File: config.mk
export PLATFORM = sky130hd
export DESIGN_NAME = fifo_wr_arbiter_flat
export DESIGN_NICKNAME = d
export VERILOG_FILES = /design/src/rtl/fifo_wr_arbiter_pkg.sv /design/src/rtl/fifo_wr_arbiter_if.sv /design/src/rtl/fifo_wr_arbiter_rr_pick.sv /design/src/rtl/fifo_wr_arbiter.sv /design/src/flat_wrapper.sv
export SDC_FILE = /design/constraint.sdc
export NUM_CORES = 1
export LEC_CHECK = 0
export CORE_UTILIZATION = 39
export CTS_CLUSTER_SIZE = 8
export DETAILED_ROUTE_END_ITERATION = 16
export PLACE_DENSITY = 0.85
export SETUP_SLACK_MARGIN = 0.02
export SKIP_LAST_GASP = 1
export SLEW_MARGIN = 20
export SYNTH_ARGS = -nofsm -noshare
export SYNTH_HDL_FRONTEND = slang
export SYNTH_SLANG_ARGS = --single-unit
File: constraint.sdc
create_clock -name clk -period 2.6 [get_ports clk]
set_input_delay 0.26 -clock clk [delete_from_list [all_inputs] [get_ports clk]]
set_output_delay 0.26 -clock clk [all_outputs]
set_load 0.02 [all_outputs]
File: src/rtl/fifo_wr_arbiter_pkg.sv
// fifo_wr_arbiter_pkg
//   Shared definitions for the FIFO write-port arbiter and its helpers:
//   FSM state encodings and width helpers used to size index and counter
//   fields.
//   No ports (package).
package fifo_wr_arbiter_pkg;

  localparam logic [0:0] ST_IDLE  = 1'b0;
  localparam logic [0:0] ST_GRANT = 1'b1;

  // ceil(log2(value)); 0 for value <= 1
  function automatic int clog2(input int value);
    int r;
    r = 0;
    for (int v = value - 1; v > 0; v = v >> 1) begin
      r = r + 1;
    end
    return r;
  endfunction

  // Index width that never collapses to zero bits
  function automatic int idx_width(input int n);
    return (clog2(n) < 1) ? 1 : clog2(n);
  endfunction

endpackage

File: src/rtl/fifo_wr_arbiter_if.sv
// fifo_wr_arbiter_if
//   Bundle of requester-side and FIFO-side write signals around the arbiter.
//   Signals:
//     req       requester i has a word on its data slice
//     req_data  slice i = req_data[i*DSIZE +: DSIZE]
//     gnt       one-hot registered grant, zero when idle
//     ack       requester i's word is written this cycle
//     wfull     FIFO full flag
//     winc      FIFO write strobe
//     wdata     FIFO write data
//     owner     index of the granted requester
//     busy      arbiter holds a grant
//   Modports:
//     slave   the arbiter
//     master  the requesters and FIFO around it
interface fifo_wr_arbiter_if
  import fifo_wr_arbiter_pkg::*;
#(
  parameter int NREQ  = 4,
  parameter int DSIZE = 8,
  parameter int IW    = idx_width(NREQ)
) ();

  logic [NREQ-1:0]       req;
  logic [NREQ*DSIZE-1:0] req_data;
  logic [NREQ-1:0]       gnt;
  logic [NREQ-1:0]       ack;
  logic                  wfull;
  logic                  winc;
  logic [DSIZE-1:0]      wdata;
  logic [IW-1:0]         owner;
  logic                  busy;

  modport slave (
    input  req, req_data, wfull,
    output gnt, ack, winc, wdata, owner, busy
  );

  modport master (
    output req, req_data, wfull,
    input  gnt, ack, winc, wdata, owner, busy
  );

endinterface

File: src/rtl/fifo_wr_arbiter_rr_pick.sv
// rr_pick
//   Combinational round-robin picker. Returns the first set request bit
//   scanning upward from last+1 with wrap-around. Shared with the read-side
//   scheduler, so it carries no FSM knowledge.
//   Ports:
//     req    in   NREQ  request vector
//     last   in   IW    index of the previous winner
//     pick   out  IW    winning index (0 when nothing is requested)
//     valid  out  1     at least one request is set
module rr_pick
  import fifo_wr_arbiter_pkg::*;
#(
  parameter int NREQ = 4,
  parameter int IW   = idx_width(NREQ)
) (
  input  logic [NREQ-1:0] req,
  input  logic [IW-1:0]   last,
  output logic [IW-1:0]   pick,
  output logic            valid
);

  logic [NREQ-1:0] upper;
  logic            hi_found;
  logic [IW-1:0]   hi_pick;
  logic [IW-1:0]   lo_pick;

  // Requests strictly above last win first; otherwise wrap to the lowest set bit.
  always_comb begin
    upper    = '0;
    hi_found = 1'b0;
    hi_pick  = '0;
    lo_pick  = '0;
    for (int i = 0; i < NREQ; i++) begin
      upper[i] = req[i] && (i > int'(last));
    end
    // descending scan so the lowest qualifying index is written last
    for (int i = NREQ - 1; i >= 0; i--) begin
      if (upper[i]) begin
        hi_found = 1'b1;
        hi_pick  = IW'(i);
      end
      if (req[i]) begin
        lo_pick = IW'(i);
      end
    end
    pick  = hi_found ? hi_pick : lo_pick;
    valid = |req;
  end

endmodule

File: src/rtl/fifo_wr_arbiter.sv
// fifo_wr_arbiter
//   Round-robin arbiter sharing one FIFO write port among NREQ requesters.
//   The winner keeps the port for up to BURST written words, then an idle
//   bubble cycle forces re-arbitration so priority always rotates.
//   Ports:
//     clk   in   write-domain clock, rising edge
//     rst   in   synchronous active-high reset
//     bus   slave modport of fifo_wr_arbiter_if (requests, grant, FIFO write)
//
//   state    | meaning
//   ---------+-----------------------------------------------------------
//   ST_IDLE  | no grant; arbitrate among req, grant lands on the next edge
//   ST_GRANT | owner drives the write port until burst end or req drop
module fifo_wr_arbiter
  import fifo_wr_arbiter_pkg::*;
#(
  parameter int NREQ  = 4,
  parameter int DSIZE = 8,
  parameter int BURST = 4
) (
  input logic              clk,
  input logic              rst,
  fifo_wr_arbiter_if.slave bus
);

  localparam int IW = idx_width(NREQ);
  localparam int CW = clog2(BURST + 1);

  logic [0:0]       state_q;
  logic [NREQ-1:0]  gnt_q;
  logic [IW-1:0]    owner_q;
  logic [IW-1:0]    last_q;
  logic [CW-1:0]    cnt_q;

  logic [IW-1:0]    pick;
  logic             pick_valid;
  logic [NREQ-1:0]  pick_onehot;
  logic             in_grant;
  logic             owner_req;
  logic [DSIZE-1:0] owner_data;
  logic             accept;
  logic             last_beat;
  logic             release_now;

  rr_pick #(
    .NREQ (NREQ),
    .IW   (IW)
  ) u_pick (
    .req   (bus.req),
    .last  (last_q),
    .pick  (pick),
    .valid (pick_valid)
  );

  assign in_grant = (state_q == ST_GRANT);

  always_comb begin
    owner_req   = 1'b0;
    owner_data  = '0;
    pick_onehot = '0;
    for (int i = 0; i < NREQ; i++) begin
      if (owner_q == IW'(i)) begin
        owner_req  = bus.req[i];
        owner_data = bus.req_data[i*DSIZE +: DSIZE];
      end
      pick_onehot[i] = (pick == IW'(i));
    end
  end

  // Gating on wfull here is what guarantees no write is ever dropped.
  assign accept      = in_grant && owner_req && !bus.wfull;
  assign last_beat   = (cnt_q == CW'(BURST - 1));
  // A dropped owner request releases without writing; a stall never releases.
  assign release_now = in_grant && ((accept && last_beat) || !owner_req);

  always_ff @(posedge clk) begin
    if (rst) begin
      state_q <= ST_IDLE;
      gnt_q   <= '0;
      owner_q <= '0;
      last_q  <= IW'(NREQ - 1);
      cnt_q   <= '0;
    end else begin
      case (state_q)
        ST_IDLE: begin
          if (pick_valid) begin
            state_q <= ST_GRANT;
            gnt_q   <= pick_onehot;
            owner_q <= pick;
            last_q  <= pick;
            cnt_q   <= '0;
          end
        end
        ST_GRANT: begin
          if (release_now) begin
            state_q <= ST_IDLE;
            gnt_q   <= '0;
            cnt_q   <= '0;
          end else if (accept) begin
            cnt_q <= cnt_q + CW'(1);
          end
        end
        default: state_q <= ST_IDLE;
      endcase
    end
  end

  always_comb begin
    bus.ack = '0;
    for (int i = 0; i < NREQ; i++) begin
      bus.ack[i] = accept && (owner_q == IW'(i));
    end
  end

  assign bus.gnt   = gnt_q;
  assign bus.winc  = accept;
  assign bus.wdata = in_grant ? owner_data : '0;
  assign bus.owner = owner_q;
  assign bus.busy  = in_grant;

endmodule

File: src/flat_wrapper.sv
// flat-port wrapper written by rule: the top's interface ports become plain ports
module fifo_wr_arbiter_flat import fifo_wr_arbiter_pkg::*;
#(
  parameter int NREQ  = 4,
  parameter int DSIZE = 8,
  parameter int BURST = 4
)
  (clk, rst, bus_req, bus_req_data, bus_wfull, bus_gnt, bus_ack, bus_winc, bus_wdata, bus_owner, bus_busy);
  fifo_wr_arbiter_if #(.NREQ(NREQ), .DSIZE(DSIZE)) bus_i ();
  input logic clk;
  input logic rst;
  input wire logic [$bits(bus_i.req)-1:0] bus_req;
  input wire logic [$bits(bus_i.req_data)-1:0] bus_req_data;
  input wire logic [$bits(bus_i.wfull)-1:0] bus_wfull;
  output wire logic [$bits(bus_i.gnt)-1:0] bus_gnt;
  output wire logic [$bits(bus_i.ack)-1:0] bus_ack;
  output wire logic [$bits(bus_i.winc)-1:0] bus_winc;
  output wire logic [$bits(bus_i.wdata)-1:0] bus_wdata;
  output wire logic [$bits(bus_i.owner)-1:0] bus_owner;
  output wire logic [$bits(bus_i.busy)-1:0] bus_busy;
  assign bus_i.req = bus_req;
  assign bus_i.req_data = bus_req_data;
  assign bus_i.wfull = bus_wfull;
  assign bus_gnt = bus_i.gnt;
  assign bus_ack = bus_i.ack;
  assign bus_winc = bus_i.winc;
  assign bus_wdata = bus_i.wdata;
  assign bus_owner = bus_i.owner;
  assign bus_busy = bus_i.busy;
  fifo_wr_arbiter #(.NREQ(NREQ), .DSIZE(DSIZE), .BURST(BURST)) u_core (.clk(clk), .rst(rst), .bus(bus_i));
endmodule
==> key figures <==
Routing
  – Routed WL: 2670 µm
  – Drt drc: 0
  – Vias per std cell: 5.31
  – Drt wl/cell: 14.3 µm
  – Detail Route Antenna Nets: 0
  – Via count: 993
  – DRT iter0 DRCs: 1
  – DRT Pass-1 Iters: 3

Clock network
  – # clock sinks: 12
  – CTS resizes: 0
  – TritonCTS Buffers: 3
  – Htree depth: 1
  – CTS tree: done
  – CTS root buf: clkbuf_4
  – Clock latency on the worst-skew pair: 270 ps
  – Setup Buffers After CTS: 0
  – Post-CTS Hold Fix Bufs: 0
  – Clock-pin slew on the worst setup and hold paths: 70 ps
  – CTS max path bufs: 2

Yosys
  – Cell variety after synth: 40
  – Top_reg_cell synth: dfxtp_1
  – Syn_nets: 139
  – Async SR Flop Fraction: 0%
  – EDFF count, synth: 0
  – Syn. warnings: 0
  – Flops & latches, synth: 12
  – Syn avg cell area: 9.72 µm²
  – Sequential-to-total area share from yosys stat: 25.2%
  – Synth Instances: 98
  – Syn Std Cell Area: 952 µm²

STA
  – Layout Skew: 2.42 ps
  – Final setup vio count: 0
  – PnR worst setup slack: 193 ps
  – Slew HR: 72.3%
  – Final Hold Fails: 0
  – Fin Hold WS: 479 ps
  – Worst-margin pin slew: 413 ps
  – Slew Viols, Final: 0
  – RSZ-0062 raised after global routing: no
  – Setup TNS: 0 ps
  – Tcrit/Tclk final: 92.6%
  – Clock period minus final worst setup slack: 2410 ps
  – Fmax: 0.416 GHz

Critical path
  – R2R depth: 5
  – CP max FO: 14
  – Crit. End Element: output pin
  – CP bufs+invs: 1
  – Worst setup path class: reg -> out
  – Highest cell delay on the worst timing path: 630 ps
  – Reg2reg start: u_core.bus.busy$_SDFF_PP0_
  – Critical Path AT: 2150 ps
  – CP max stage cell: clkdlybuf4s50_1
  – Worst-path cell chain: nand2_1 -> o22ai_2 -> nand2b_1 -> nor3b_1 -> clkdlybuf4s50_1
  – Required time worst endpoint: 2340 ps
  – Top Family by Delay on Critical Path: buffers and inverters
  – R2R Setup Slk: 1120 ps
  – CP Launch Type: register
  – RR Endpoint: u_core.cnt_q[2]$_SDFFE_PP0P_

Power
  – Pwr/cell area: 403 nW/µm²
  – Maximum VDD drop: 0.379 mV
  – Leak: 0.573 nW

Layout
  – Finished Layout Cells: 187
  – Leading cell type in the layout, fill and taps excluded: clkdlybuf4s50_1
  – Area delta synth->final: 67.7%
  – Most frequent cells in the layout: clkdlybuf4s50_1 (58), dfxtp_1 (12), and2_1 (9)
  – Diode count: 0
  – Final Util: 70.8%
  – Final-stage net count: 202
  – Layout cell share with drive strength beyond 1: 17.6%

Floorplan
  – Die area: 2640 µm²
  – Initial core utilization: 42.2%
  – Core area: 2250 µm²
  – Die extent in y: 51.4 µm
  – I/O Pins: 59
  – Die width: 51.4 µm
  – Row Count: 17

Placed design
  – Pre-CTS setup slack: 212 ps
  – Post-DP HPWL: 2220 µm
  – Routability cong.: 0.827
  – Dpl cells: 184
  – PortBufs: 58

Worst hold path
  – Hold depth: 2
  – Hold endpoint: u_core.bus.gnt[0]$_SDFFE_PP0P_
  – Min-delay src: u_core.bus.gnt[0]$_SDFFE_PP0P_
  – HP Class: reg -> reg

Global route
  – Antenna violations before repair: 0
  – Vias in the first global route: 1,032
  – Largest net degree at the start of global routing: 15
  – Grt ovf: 0
  – Global-route wire length before repair: 4280 µm
  – GRT Total Usage: 21.6%

Status
  – Status: finished, final reports clean

Job
  – Max-cap violations: 0
[area by class of cell]
class                           count  area [µm²]
Clock buffer                        3        22.5
Fill cell                         184         658
Inverter                            6        22.5
Multi-Input combinational cell     75         658
Sequential cell                    12         240
Tap cell                           28        35.0
Timing Repair Buffer               63         618
[cells in the mapped netlist (all sizes together), types with 3 or more instances]
cell	n	area, µm²
dfxtp	12	240
inv	6	22.5
and2	10	63.8
nand2	4	15.0
nand2b	6	37.5
nor3b	3	22.5
mux4	8	180
nor2	5	18.8
o32ai	4	42.6
a21oi	6	37.5
[metal layers]
metal | share of wire, % | vias up | track usage (%)
met5 | 0 | - | 0
met1 | 37 | 459 | 21.6
met2 | 52 | 42 | 41.3
met3 | 7.9 | 9 | 4.46
met4 | 2.7 | 0 | 10.4
li1 | - | 483 | -
[flip-flops by register name, indices dropped and copies added, names as in the netlist]
| name | flops |
|---|---|
| u_core.bus.gnt | 4 |
| u_core.cnt_q | 3 |
| u_core.bus.owner | 2 |
| u_core.last_q | 2 |
| u_core.bus.busy | 1 |
[worst register-to-register path: stages (launching register included)]
cell and delay (ps):
dfxtp_1 570, nand2_1 120, o22ai_2 210, buf_4 160, a21oi_1 110, o32ai_1 230
[cells by family after synthesis]
group,Yosys count,share of synthesized area (%)
simple gates,42,27.7
compound gates,21,17.7
flops,12,25.2
buf+inv,11,5.65
mux,10,21.0
fa+ha+maj,2,2.63
[where the power goes]
group	switching (W)	internal, W
Combinational	0.000132	0.000182
Clock	0.0000599	0.0000536
Sequential	0.0000159	0.000200
[metrics by stage]
step | total power [W] | instance area, µm²
3_3_place_gp | 0.000525 | 1570
5_1_grt | 0.000676 | 1600
2_1_floorplan | 0.000391 | 952
3_5_place_dp | 0.000535 | 1570
6_report | 0.000644 | 1600
4_1_cts | 0.000645 | 1600
[worst max path at each step]
| stage | start | cells past startpoint | end |
|---|---|---|---|
| 4_1_cts | u_core.bus.busy$_SDFF_PP0_ | 5 | bus_ack[1] |
| 3_3_place_gp | bus_req[3] | 6 | bus_ack[1] |
| 2_1_floorplan | u_core.bus.owner[0]$_SDFFE_PP0P_ | 5 | bus_ack[1] |
| 3_5_place_dp | bus_req[3] | 6 | bus_ack[1] |
| 5_1_grt | u_core.bus.busy$_SDFF_PP0_ | 5 | bus_ack[1] |
| 6_report | u_core.bus.busy$_SDFF_PP0_ | 5 | bus_ack[1] |
(Power assumes the default switching activity.)
